**config.mk**
```make
export PLATFORM = sky130hd
export DESIGN_NAME = simd_dma_loader
export DESIGN_NICKNAME = d
export VERILOG_FILES = /design/src/rtl/simd_dma_pkg.sv /design/src/rtl/simd_dma_fifo.sv /design/src/rtl/simd_dma_loader.sv
export SDC_FILE = /design/constraint.sdc
export NUM_CORES = 1
export LEC_CHECK = 0
export BUFFER_PORTS_ARGS = -buffer_cell sky130_fd_sc_hd__buf_2
export CORE_UTILIZATION = 45
export CTS_BUF_LIST = sky130_fd_sc_hd__clkbuf_2
export CTS_CLUSTER_DIAMETER = 80
export DETAILED_ROUTE_END_ITERATION = 6
export GPL_TIMING_DRIVEN = 0
export PLACE_DENSITY_LB_ADDON = 0.12
export RECOVER_POWER = 100
export SKIP_LAST_GASP = 1
export SYNTH_ARGS = -nofsm -noshare
export SYNTH_HDL_FRONTEND = slang
export SYNTH_SLANG_ARGS = --single-unit
```
**constraint.sdc**
```tcl
create_clock -name clk -period 2.7 [get_ports clk]
set_input_delay 0.135 -clock clk [delete_from_list [all_inputs] [get_ports clk]]
set_output_delay 0.135 -clock clk [all_outputs]
set_load 0.05 [all_outputs]
```
**src/rtl/simd_dma_pkg.sv**
```systemverilog
// simd_dma_pkg: shared state encoding and default widths for the SIMD DMA loader.
package simd_dma_pkg;

    localparam int DATA_W     = 32;
    localparam int ADDR_W     = 16;
    localparam int LEN_W      = 8;
    localparam int FIFO_DEPTH = 4;

    typedef enum logic [1:0] {
        IDLE  = 2'd0,
        FETCH = 2'd1,
        DRAIN = 2'd2,
        DONE  = 2'd3
    } dma_state_e;

endpackage

```
**src/rtl/simd_dma_fifo.sv**
```systemverilog
// simd_dma_fifo: synchronous show-ahead FIFO. The head word is always on
// pop_data while not empty; push and pop in one cycle keep the count unchanged.
module simd_dma_fifo #(
    parameter int WIDTH = simd_dma_pkg::DATA_W,
    parameter int DEPTH = simd_dma_pkg::FIFO_DEPTH
) (
    input  logic                     clk,
    input  logic                     reset,
    input  logic                     push,
    input  logic [WIDTH-1:0]         push_data,
    input  logic                     pop,
    output logic [WIDTH-1:0]         pop_data,
    output logic                     full,
    output logic                     empty,
    output logic [$clog2(DEPTH):0]   count
);

    localparam int PTR_W = $clog2(DEPTH);

    logic [WIDTH-1:0] mem_q [DEPTH];
    logic [PTR_W-1:0] wr_ptr_q, wr_ptr_d;
    logic [PTR_W-1:0] rd_ptr_q, rd_ptr_d;
    logic [PTR_W:0]   count_q, count_d;
    logic             do_push, do_pop;

    assign full     = (count_q == (PTR_W+1)'(DEPTH));
    assign empty    = (count_q == '0);
    assign count    = count_q;
    assign pop_data = mem_q[rd_ptr_q];
    assign do_push  = push && !full;
    assign do_pop   = pop && !empty;

    // Next pointer and occupancy values.
    always_comb begin
        wr_ptr_d = wr_ptr_q;
        rd_ptr_d = rd_ptr_q;
        count_d  = count_q;
        if (do_push) wr_ptr_d = wr_ptr_q + PTR_W'(1);
        if (do_pop)  rd_ptr_d = rd_ptr_q + PTR_W'(1);
        case ({do_push, do_pop})
            2'b10:   count_d = count_q + (PTR_W+1)'(1);
            2'b01:   count_d = count_q - (PTR_W+1)'(1);
            default: count_d = count_q;
        endcase
    end

    // Pointer/occupancy registers; reset flushes the FIFO.
    always_ff @(posedge clk or posedge reset) begin
        if (reset) begin
            wr_ptr_q <= '0;
            rd_ptr_q <= '0;
            count_q  <= '0;
        end else begin
            wr_ptr_q <= wr_ptr_d;
            rd_ptr_q <= rd_ptr_d;
            count_q  <= count_d;
        end
    end

    // Storage write; contents need no reset since empty gates their use.
    always_ff @(posedge clk) begin
        if (do_push) mem_q[wr_ptr_q] <= push_data;
    end

endmodule

```
**src/rtl/simd_dma_loader.sv**
```systemverilog
// simd_dma_loader: fetches cmd_len words from memory starting at cmd_addr,
// one request at a time, buffers them and streams them to the SIMD unit.
// Optional feature macro: SIMD_DMA_CHECKSUM_EN (running sum of words popped).
//
// Handshakes: the output word transfers on a rising edge where
// (valid_data | valid_instruction) && simd_ready; valid and data never change
// until that edge. A command transfers on cmd_valid && cmd_ready. A memory read
// completes on mem_req && mem_ack; mem_req and mem_addr hold until then and an
// ack with no request outstanding is dropped.
module simd_dma_loader #(
    parameter int DATA_W     = simd_dma_pkg::DATA_W,
    parameter int ADDR_W     = simd_dma_pkg::ADDR_W,
    parameter int LEN_W      = simd_dma_pkg::LEN_W,
    parameter int FIFO_DEPTH = simd_dma_pkg::FIFO_DEPTH
) (
    input  logic              clk,
    input  logic              reset,
    input  logic              cmd_valid,
    output logic              cmd_ready,
    input  logic [ADDR_W-1:0] cmd_addr,
    input  logic [LEN_W-1:0]  cmd_len,
    input  logic              cmd_is_instr,
    output logic              mem_req,
    output logic [ADDR_W-1:0] mem_addr,
    input  logic              mem_ack,
    input  logic [DATA_W-1:0] mem_rdata,
    output logic              valid_data,
    output logic              valid_instruction,
    output logic [LEN_W-1:0]  data_size,
    output logic [DATA_W-1:0] data,
    input  logic              simd_ready,
    output logic              busy,
    output logic              done,
    output logic [DATA_W-1:0] checksum,
    output logic [1:0]        dbg_state
);

    import simd_dma_pkg::*;

    dma_state_e        state_q, state_d;
    logic [ADDR_W-1:0] addr_q, addr_d;
    logic [LEN_W-1:0]  len_q, len_d;
    logic [LEN_W-1:0]  req_cnt_q, req_cnt_d;
    logic [LEN_W-1:0]  sent_cnt_q, sent_cnt_d;
    logic              is_instr_q, is_instr_d;
    logic              mem_req_q, mem_req_d;

    logic                          fifo_push, fifo_pop, fifo_full, fifo_empty;
    logic [$clog2(FIFO_DEPTH):0]   fifo_count;
    logic [DATA_W-1:0]             fifo_rdata;
    logic                          accept, ack_taken;

    assign accept    = (state_q == IDLE) && cmd_valid;
    assign ack_taken = mem_req_q && mem_ack;
    assign fifo_push = ack_taken;
    assign fifo_pop  = !fifo_empty && simd_ready;

    simd_dma_fifo #(
        .WIDTH (DATA_W),
        .DEPTH (FIFO_DEPTH)
    ) u_fifo (
        .clk       (clk),
        .reset     (reset),
        .push      (fifo_push),
        .push_data (mem_rdata),
        .pop       (fifo_pop),
        .pop_data  (fifo_rdata),
        .full      (fifo_full),
        .empty     (fifo_empty),
        .count     (fifo_count)
    );

    // Transfer sequencing: command capture, request issue, ack bookkeeping, completion.
    always_comb begin
        state_d    = state_q;
        addr_d     = addr_q;
        len_d      = len_q;
        req_cnt_d  = req_cnt_q;
        sent_cnt_d = sent_cnt_q;
        is_instr_d = is_instr_q;
        mem_req_d  = mem_req_q;

        if (fifo_pop) sent_cnt_d = sent_cnt_q + LEN_W'(1);

        case (state_q)
            IDLE: begin
                if (cmd_valid) begin
                    addr_d     = cmd_addr;
                    len_d      = cmd_len;
                    is_instr_d = cmd_is_instr;
                    req_cnt_d  = '0;
                    sent_cnt_d = '0;
                    if (cmd_len == '0) begin
                        state_d = DONE;
                    end else begin
                        // FIFO is empty here, so the first request can go out at once.
                        state_d   = FETCH;
                        mem_req_d = 1'b1;
                    end
                end
            end
            FETCH: begin
                if (ack_taken) begin
                    mem_req_d = 1'b0;
                    addr_d    = addr_q + ADDR_W'(1);
                    req_cnt_d = req_cnt_q + LEN_W'(1);
                    if (req_cnt_q + LEN_W'(1) == len_q) state_d = DRAIN;
                end else if (!mem_req_q && (req_cnt_q < len_q) && !fifo_full &&
                             ((int'(fifo_count) + int'(mem_req_q)) < FIFO_DEPTH)) begin
                    // Only request when the word is guaranteed a FIFO slot.
                    mem_req_d = 1'b1;
                end
            end
            DRAIN: begin
                if (sent_cnt_d == len_q) state_d = DONE;
            end
            DONE: begin
                state_d = IDLE;
                len_d   = '0;
            end
            default: state_d = IDLE;
        endcase
    end

    // Control registers; reset abandons any transfer and drops the outstanding request.
    always_ff @(posedge clk or posedge reset) begin
        if (reset) begin
            state_q    <= IDLE;
            addr_q     <= '0;
            len_q      <= '0;
            req_cnt_q  <= '0;
            sent_cnt_q <= '0;
            is_instr_q <= 1'b0;
            mem_req_q  <= 1'b0;
        end else begin
            state_q    <= state_d;
            addr_q     <= addr_d;
            len_q      <= len_d;
            req_cnt_q  <= req_cnt_d;
            sent_cnt_q <= sent_cnt_d;
            is_instr_q <= is_instr_d;
            mem_req_q  <= mem_req_d;
        end
    end

`ifdef SIMD_DMA_CHECKSUM_EN
    logic [DATA_W-1:0] csum_q, csum_d;

    // Running sum of delivered words, restarted by each accepted command.
    always_comb begin
        csum_d = csum_q;
        if (accept)        csum_d = '0;
        else if (fifo_pop) csum_d = csum_q + fifo_rdata;
    end

    // Checksum register; stays at the final value after the transfer ends.
    always_ff @(posedge clk or posedge reset) begin
        if (reset) csum_q <= '0;
        else       csum_q <= csum_d;
    end

    assign checksum = csum_q;
`else
    assign checksum = '0;
`endif

    assign cmd_ready         = (state_q == IDLE);
    assign busy              = (state_q != IDLE);
    assign done              = (state_q == DONE);
    assign mem_req           = mem_req_q;
    assign mem_addr          = addr_q;
    assign data_size         = len_q;
    assign valid_data        = !fifo_empty && !is_instr_q;
    assign valid_instruction = !fifo_empty && is_instr_q;
    // Stale storage never leaks out: data reads zero while the FIFO is empty.
    assign data              = fifo_empty ? '0 : fifo_rdata;
    assign dbg_state         = state_q;

endmodule

```
==> run summary, run 1 <==
The share of async-settable or async-resettable flops after synthesis is 0.285. Pin count of the biggest net entering global routing: 32. Sorting the synthesized cells by how often they occur yields 128 x sky130_fd_sc_hd__edfxtp_1, 51 x sky130_fd_sc_hd__dfrtp_1, 35 x sky130_fd_sc_hd__nor2b_1. The die covers 19100 µm². For the clock latency reported for the late side of the worst-skew pair, the log shows 0.72 ns.

The count of unresolved DRC violations after routing is 28. For this block, wires on met1 add up to 7560 µm. The netlist uses 55 different library cells. The worst setup path is launched from a flop. The tightest slew margin relative to the limit was 0.446; the met3 layer wire length in the routed design was 905 µm.

The share of the clock period used by the worst path was 0.924; the slew of the pin with the lowest slew margin was 0.831 ns. The critical-path cell with the highest stage delay was sky130_fd_sc_hd__dfrtp_2. The maximum fanout count along the critical path works out to 10. Data on the critical path arrives at its endpoint at 2.36 ns. The register area share after synthesis is 0.613. The final hold violation count was 0; the relative contribution of sequential cells to total power was 0.344. The run gives 5827 as the via count of the first global-routing pass. The share of the synthesized area in the top cell type was 0.461; the depth of the worst hold-timing path was 3.

Clock-pin slew was measured on the worst setup and hold paths at 0.25 ns. The via density per instance works out to 5.15. The synthesized netlist occupies a cell area of 8350 µm². The run gives 932 as the number of nets in the final layout. Once detail routing completed, the nets flagged for antenna violations numbered 0. Summed over all cells, the static leakage comes to 4.07 nW. Core area: 18100 µm². Sum of negative setup slack: 0 ns. For the final weighted congestion in routability-driven placement, the log shows 0.841. The critical path goes through buf_4, mux4_2, nor2b_1, buf_2. The most common cell in the synthesized netlist is sky130_fd_sc_hd__edfxtp_1.

The run finished, with violations left. Summed over all layers, the global routing overflow is 0. In this run the tool buffered the top-level ports with 125 buffer cells. STA classifies the critical path endpoint as an output pin. Yosys mapped a number of flops with a built-in enable equal to 128. Clock tree synthesis found a total of 179 sinks. Across the routed clock network, the largest skew measured is 0.0275 ns. The net switching fraction of the power is 0.492, and the via count is 5618. The run gives 0.106 as the clock power share. The number of buffers inserted during clock tree synthesis was 17; the mean post-synth cell area was 14.0 µm². CTS built an H-tree with a depth of 4.

The initial antenna violation count is 0, and the routed wire length per instance is 16.3 µm. For the overall fraction of global-route tracks in use, the log shows 0.196. The final wirelength is 17800 µm. The most used flip-flop cell after synthesis is sky130_fd_sc_hd__edfxtp_1. The length of routed met2 wiring was 9110 µm; the maximum vdd ir drop was 0.638 mV. Once placement completed, the tool counted placed cells totaling 986. The startpoint of the worst-slack reg-to-reg timing path was dbg_state[1].

The first TritonRoute pass finished after 7 iterations. In the post-synthesis netlist, the biggest area contributors are sky130_fd_sc_hd__edfxtp_1 46%, sky130_fd_sc_hd__dfrtp_1 15%, sky130_fd_sc_hd__mux4_2 8.6%. For flop-to-flop paths, the worst setup slack is 0.22 ns. The floorplan step set the die width to 138 µm.

The worst register-to-register path ends at req_cnt_q[5]. The root buffer cell is sky130_fd_sc_hd__clkbuf_2. For the worst flop-to-flop path, the logic depth is 9. The type of the worst setup path was flop to output pin. Compared with the post-synthesis result, the final layout area differs by 24.0%. Beginning of the worst hold path: cmd_is_instr.

The path with the worst hold slack has its endpoint at is_instr_q. The most area-hungry cell type in the Yosys netlist was sky130_fd_sc_hd__edfxtp_1. The floorplan has 49 rows. TritonCTS built the clock tree.

The reported max-cap violation count is 0. The final reports fail on design-rule violations. The initial standard-cell utilization of the core was 0.461; the global-route wire length before repair was 29100 µm. Setup violations remaining at the end of the flow were counted as 0. The switching power is 5.81 mW, and the ratio of cells with drive above 1 in the final layout is 0.222. The number of standard cells after synthesis came out at 596. The highest metal layer carrying signal wires in the routed design is met4. Total internal power: 6.01 mW.

The warning count from the yosys run is 0, and the die extent in y is 138 µm. STA puts the critical path data required time at 2.57 ns. The total power density per cell area was 1140 nW/µm²; the DRC violation total after the first TritonRoute iteration was 294. In this design, the largest share of critical-path delay is due to flip-flops. The combinational power share is 0.550.

The number of pins exceeding their max-slew limit in the final report is 0, and the final critical path time including I/O delays and setup is 2.49 ns. Synthesis-stage register bit count: 179. Counting both buffers and inverters, the worst setup path holds a total of 2. The logs give 158 for the count of boundary I/O pins and 12200 µm for the placed wire-length estimate. 0 antenna diodes ended up in the layout.

The path type of the worst min-delay path is input port to flop. The maximum cell stage delay along the critical path is 0.51 ns, and the post-layout instance count excluding filler cells is 1091. Derived from the worst setup path, the maximum achievable clock frequency is 0.401 GHz. Counting along the longest clock path gives a buffer depth of 2.
worst max-delay path by stage:
stage / startpoint / endpoint / slack (ns) / cells after the start
6_report: u_fifo.rd_ptr_q[0] / data[26] / 0.21 / 4
5_1_grt: u_fifo.rd_ptr_q[0] / data[24] / -0.002 / 4
4_1_cts: u_fifo.rd_ptr_q[1] / data[17] / -0.01 / 5
3_5_place_dp: dbg_state[1] / req_cnt_q[2] / -0.03 / 9
3_3_place_gp: mem_req / u_fifo.mem_q[1][3] / -0.28 / 3
2_1_floorplan: dbg_state[1] / mem_addr[3] / 0.12 / 9
routing by layer:
metal	global-route usage	vias up
met5	0	-
met4	0.0550	0
met3	0.0461	19
met2	0.350	178
met1	0.236	2751
li1	-	2670
power by group through the flow:
stage | Combinational [mW] | Clock (mW) | Sequential [mW]
floorplan | 4.34 | 0 | 4.60
global placement | 6.31 | 0 | 4.06
detailed placement | 6.45 | 0 | 4.08
CTS | 6.63 | 1.31 | 4.05
global route | 6.98 | 1.42 | 4.15
finish | 6.50 | 1.25 | 4.07
final cells by class:
type	instances	area (µm²)
well taps	229	287
fillers	1545	7740
flip-flops and latches	179	5120
plain buffers	58	379
inverters	20	75.1
repair buffers	205	1340
clock buffers	19	95.1
clock inverters	13	115
multi-input cells	368	2930
through the flow:
stage / cell area, µm² / hold slack, ns / power (mW) / setup WS, ns / util
3_5_place_dp: 9500 / 0.196 / 10.5 / -0.0329 / 0.525
2_1_floorplan: 8460 / 0.234 / 8.94 / 0.117 / -
6_report: 10300 / 0.182 / 11.8 / 0.206 / 0.572
4_1_cts: 10500 / 0.0332 / 12.0 / -0.0135 / 0.578
5_1_grt: 10300 / 0.0826 / 12.6 / -0.00160 / 0.572
3_3_place_gp: 9380 / 0.344 / 10.4 / -0.276 / 0.518
flip-flops by register name, indices dropped and copies added (netlist names):
signal / count
u_fifo.mem_q: 128
mem_addr: 16
data_size: 8
req_cnt_q: 8
sent_cnt_q: 8
u_fifo.count: 3
dbg_state: 2
u_fifo.rd_ptr_q: 2
u_fifo.wr_ptr_q: 2
is_instr_q: 1
mem_req: 1
cells by family (layout without fill, tap and decap cells):
family,Yosys count,after routing,synth area share
XOR/XNOR,34,34,0.0373
flip-flops,179,179,0.613
multiplexers,38,38,0.0937
buffers and inverters,80,315,0.0519
AND/OR/NAND/NOR,146,146,0.0949
AO/OA/AOI/OAI,97,97,0.0759
adder cells (fa/ha/maj),21,21,0.0324
other,1,32,0.000449
tightest hold or removal path: cells and delay by family:
family                 cells  cell delay [ns]
buffers and inverters      2             0.61
muxes                      1             0.13
repair_timing:
action | in CTS | in global routing
resized for setup | 14 | 6
buffers inserted | 0 | 3
hold buffers | 72 | 0
setup endpoints to repair | 39 | 35
hold endpoints to repair | 217 | 0
layout by cell type, fill, tap and decap left out, drive strengths merged, types with 3 or more instances in the layout:
cell	count
nand2	25
and2	9
nand2b	4
clkbuf	106
clkinv	4
a31oi	4
nor3	4
inv	27
o21ai	29
dlygate4sd3	72
edfxtp	128
o22ai	12
mux4	32
o21a	3
mux2i	5
and3	10
conb	32
nor2	20
dfrtp	51
ha	20
xnor2	15
a22o	10
nor2b	35
buf	104
a21oi	21
nand3	22
nand4	5
xor2	18
(Power assumes the default switching activity.)
==> inputs of run 2 (changes only) <==
BUFFER_PORTS_ARGS = -buffer_cell sky130_fd_sc_hd__clkbuf_2   (was -buffer_cell sky130_fd_sc_hd__buf_2)
==> run summary, run 2 (same netlist as run 1, synthesis figures left out) <==
CTS placed an instance of sky130_fd_sc_hd__clkbuf_2 at the clock tree root. The total clock sinks was 179 (unchanged); the critical path data required time was 2.57 ns (about the same). Slew of the pin with the lowest slew margin: 0.982 ns (+0.151 ns).

Ranked by flip-flop count, first place goes to u_fifo.mem_q. Via density per instance: 5.11 (-0.67%). The final critical path time including I/O delays and setup works out to 2.53 ns (+0.0370 ns). Setup repair after global routing could not meet its margin everywhere.

The total number of placement rows is 49 (unchanged), and the total placed cells including tap cells is 986 (unchanged). The number of buffers inserted during clock tree synthesis was 17 (unchanged); the floorplan die width was 138 µm (unchanged). The number of port buffers was 125 (unchanged); the core area was 18100 µm² (unchanged). The most common cell after layout, fill and taps aside is sky130_fd_sc_hd__edfxtp_1. The checks that failed: design-rule violations. The run finished, with violations left. The via count of the first global-routing pass is 5837 (+0.17%), and the routed wire length per instance is 16.3 µm (-0.43%). The final hold violation count was 0 (unchanged). The ratio of cells with drive above 1 in the final layout was 0.221 (-0.000904); the count of nets left with antenna violations after detail routing was 0 (unchanged). The run gives 0.395 GHz (-1.5%) as the peak clock frequency supported by timing. The run gives 9490 µm² (about the same) as the post-detailed-placement cell area. The tightest slew margin relative to the limit came out at 0.345 (-0.101).

The run gives 0 (unchanged) as the sum of overflow across all layers after global routing. The maximum level of the CTS H-tree was 4 (unchanged); the iteration count of the initial detailed-routing pass was 7 (unchanged). The logs give 0 (unchanged) for the count of endpoints failing setup in the final report and 2 (unchanged) for the largest buffer count on any clock path.

The number of pins exceeding their max-slew limit in the final report is 0 (unchanged), and the die footprint is 19100 µm² (unchanged). The die extent in y was 138 µm (unchanged); the maximum vdd ir drop was 0.631 mV (-1.1%). The pin count of the biggest net entering global routing was 28 (-13%). The worst-case setup margin in the final layout was 0.169 ns (-0.0370 ns); the worst clock skew was 0.0279 ns (+0.000441 ns). The run gives 17700 µm (-0.52%) as the final wirelength. The top cell types in the final layout, fill and taps aside, are 128 x sky130_fd_sc_hd__edfxtp_1, 85 x sky130_fd_sc_hd__clkbuf_2, 77 x sky130_fd_sc_hd__clkbuf_1. The number of flip-flops under the largest register name was 128 (unchanged). The min-delay analysis places its worst path in the category input port to flop. The share of the clock period used by the worst path is 0.937 (+0.0137), and the maximum fanout count along the critical path is 10 (unchanged). The post-layout instance count excluding filler cells is 1090 (-0.092%), and the cell leakage power is 4.10 nW (+0.77%).

Via count: 5575 (-0.77%). Count of unresolved DRC violations after routing: 27 (-3.6%). For the final weighted congestion in routability-driven placement, the log shows 0.844 (+0.31%). The initial standard-cell utilization of the core is 0.461 (unchanged). The worst setup path is captured at an output pin.

The run gives 286 (-2.7%) as the DRC violation total after the first TritonRoute iteration. The initial antenna violation count is 0 (unchanged). Clock latency reported for the late side of the worst-skew pair: 0.74 ns (+0.02 ns). For the overall fraction of global-route tracks in use, the log shows 0.196 (+0.000623). Nature of the critical path startpoint: a flop. For the placed wire-length estimate, the log shows 12100 µm (-0.26%). TritonCTS built the clock tree.

The area growth from synthesis to layout is 24.9%. For the worst path arrival time, the log shows 2.40 ns (+0.04 ns). For the count of boundary I/O pins, the log shows 158 (unchanged). Number of inserted diodes: 0 (unchanged).

The global-route wire length before repair is 29100 µm (-0.21%), and the cell area after layout is 10400 µm² (+0.73%). The worst setup timing slack at the placement stage is -0.125 ns (-0.0918 ns), and the CTS clock-pin slew for the worst setup and hold paths is 0.25 ns (about the same). Number of nets in the final layout: 931 (-0.11%). The type of the worst setup path is flop to output pin. For the reported max-cap violation count, the log shows 0 (unchanged).

The total power was 12.1 mW (+2.0%). Utilization after layout: 0.576 (+0.00415). The total power density per cell area came out at 1160 nW/µm² (+1.2%).
-- run 2: changes by cell type in the layout (fill, tap and decap cells not counted), sizes merged --
| cell | before | now |
|---|---|---|
| clkbuf | 106 | 166 |
| clkinv | 4 | 5 |
| clkinvlp | 2 | 1 |
| buf | 104 | 42 |
| dlygate4sd3 | 72 | 71 |
| bufinv | 0 | 2 |
-- run 2: metal layers --
| layer | global-route usage | routed length [µm] |
|---|---|---|
| met2 | 0.360 | 9320 |
| met5 | 0 | 0 |
| met4 | 0.0550 | 132 |
| met3 | 0.0488 | 895 |
| met1 | 0.227 | 7370 |
-- run 2: path summary, 6_finish.rpt --
kind / start / endpoint / slack [ns] / cells after the start
max: u_fifo.rd_ptr_q[0] / data[17] / 0.17 / 4
min: cmd_is_instr / is_instr_q / 0.17 / 3
max reg2reg: u_fifo.count[2] / dbg_state[1] / 0.18 / 8
min reg2reg: is_instr_q / is_instr_q / 0.57 / 1
max in group asynchronous: reset / req_cnt_q[4] / 0.78 / 5
min in group asynchronous: reset / mem_addr[12] / 0.64 / 4
-- run 2: area by class of cell --
class | instances | area, µm²
inverters | 20 | 75.1
multi-input cells | 368 | 2930
clock inverters | 15 | 191
clock buffers | 17 | 85.1
plain buffers | 58 | 367
flip-flops and latches | 179 | 5120
well taps | 229 | 287
fillers | 1555 | 7670
repair buffers | 204 | 1370
-- run 2: report_power, final --
| group | total (mW) | internal (mW) | switching, mW |
|---|---|---|---|
| combinational | 6.52 | 2.12 | 4.39 |
| clock | 1.48 | 0.475 | 1.01 |
| sequential | 4.06 | 3.60 | 0.456 |
-- run 2: what timing repair did --
action | in CTS | in global routing
buffers inserted | 2 | 1
pin swaps | 0 | 1
hold buffers | 71 | 0
setup endpoints to repair | 38 | 34
endpoints found under the hold margin | 218 | 0
gates resized for setup | 16 | 2
-- run 2: through the flow --
| step | setup TNS (ns) | hold slack, ns |
|---|---|---|
| 2_1_floorplan | 0 | 0.234 |
| 3_3_place_gp | -36.20 | 0.348 |
| 3_5_place_dp | -0.207 | 0.211 |
| 4_1_cts | 0 | 0.0345 |
| 5_1_grt | -0.279 | 0.0579 |
| 6_report | 0 | 0.166 |
-- run 2: worst max-delay path: stages (launching register included) --
cell and delay (ns):
sky130_fd_sc_hd__dfrtp_2 0.48, sky130_fd_sc_hd__buf_4 0.27, sky130_fd_sc_hd__mux4_2 0.52, sky130_fd_sc_hd__nor2b_1 0.16
sky130_fd_sc_hd__clkbuf_2 0.25
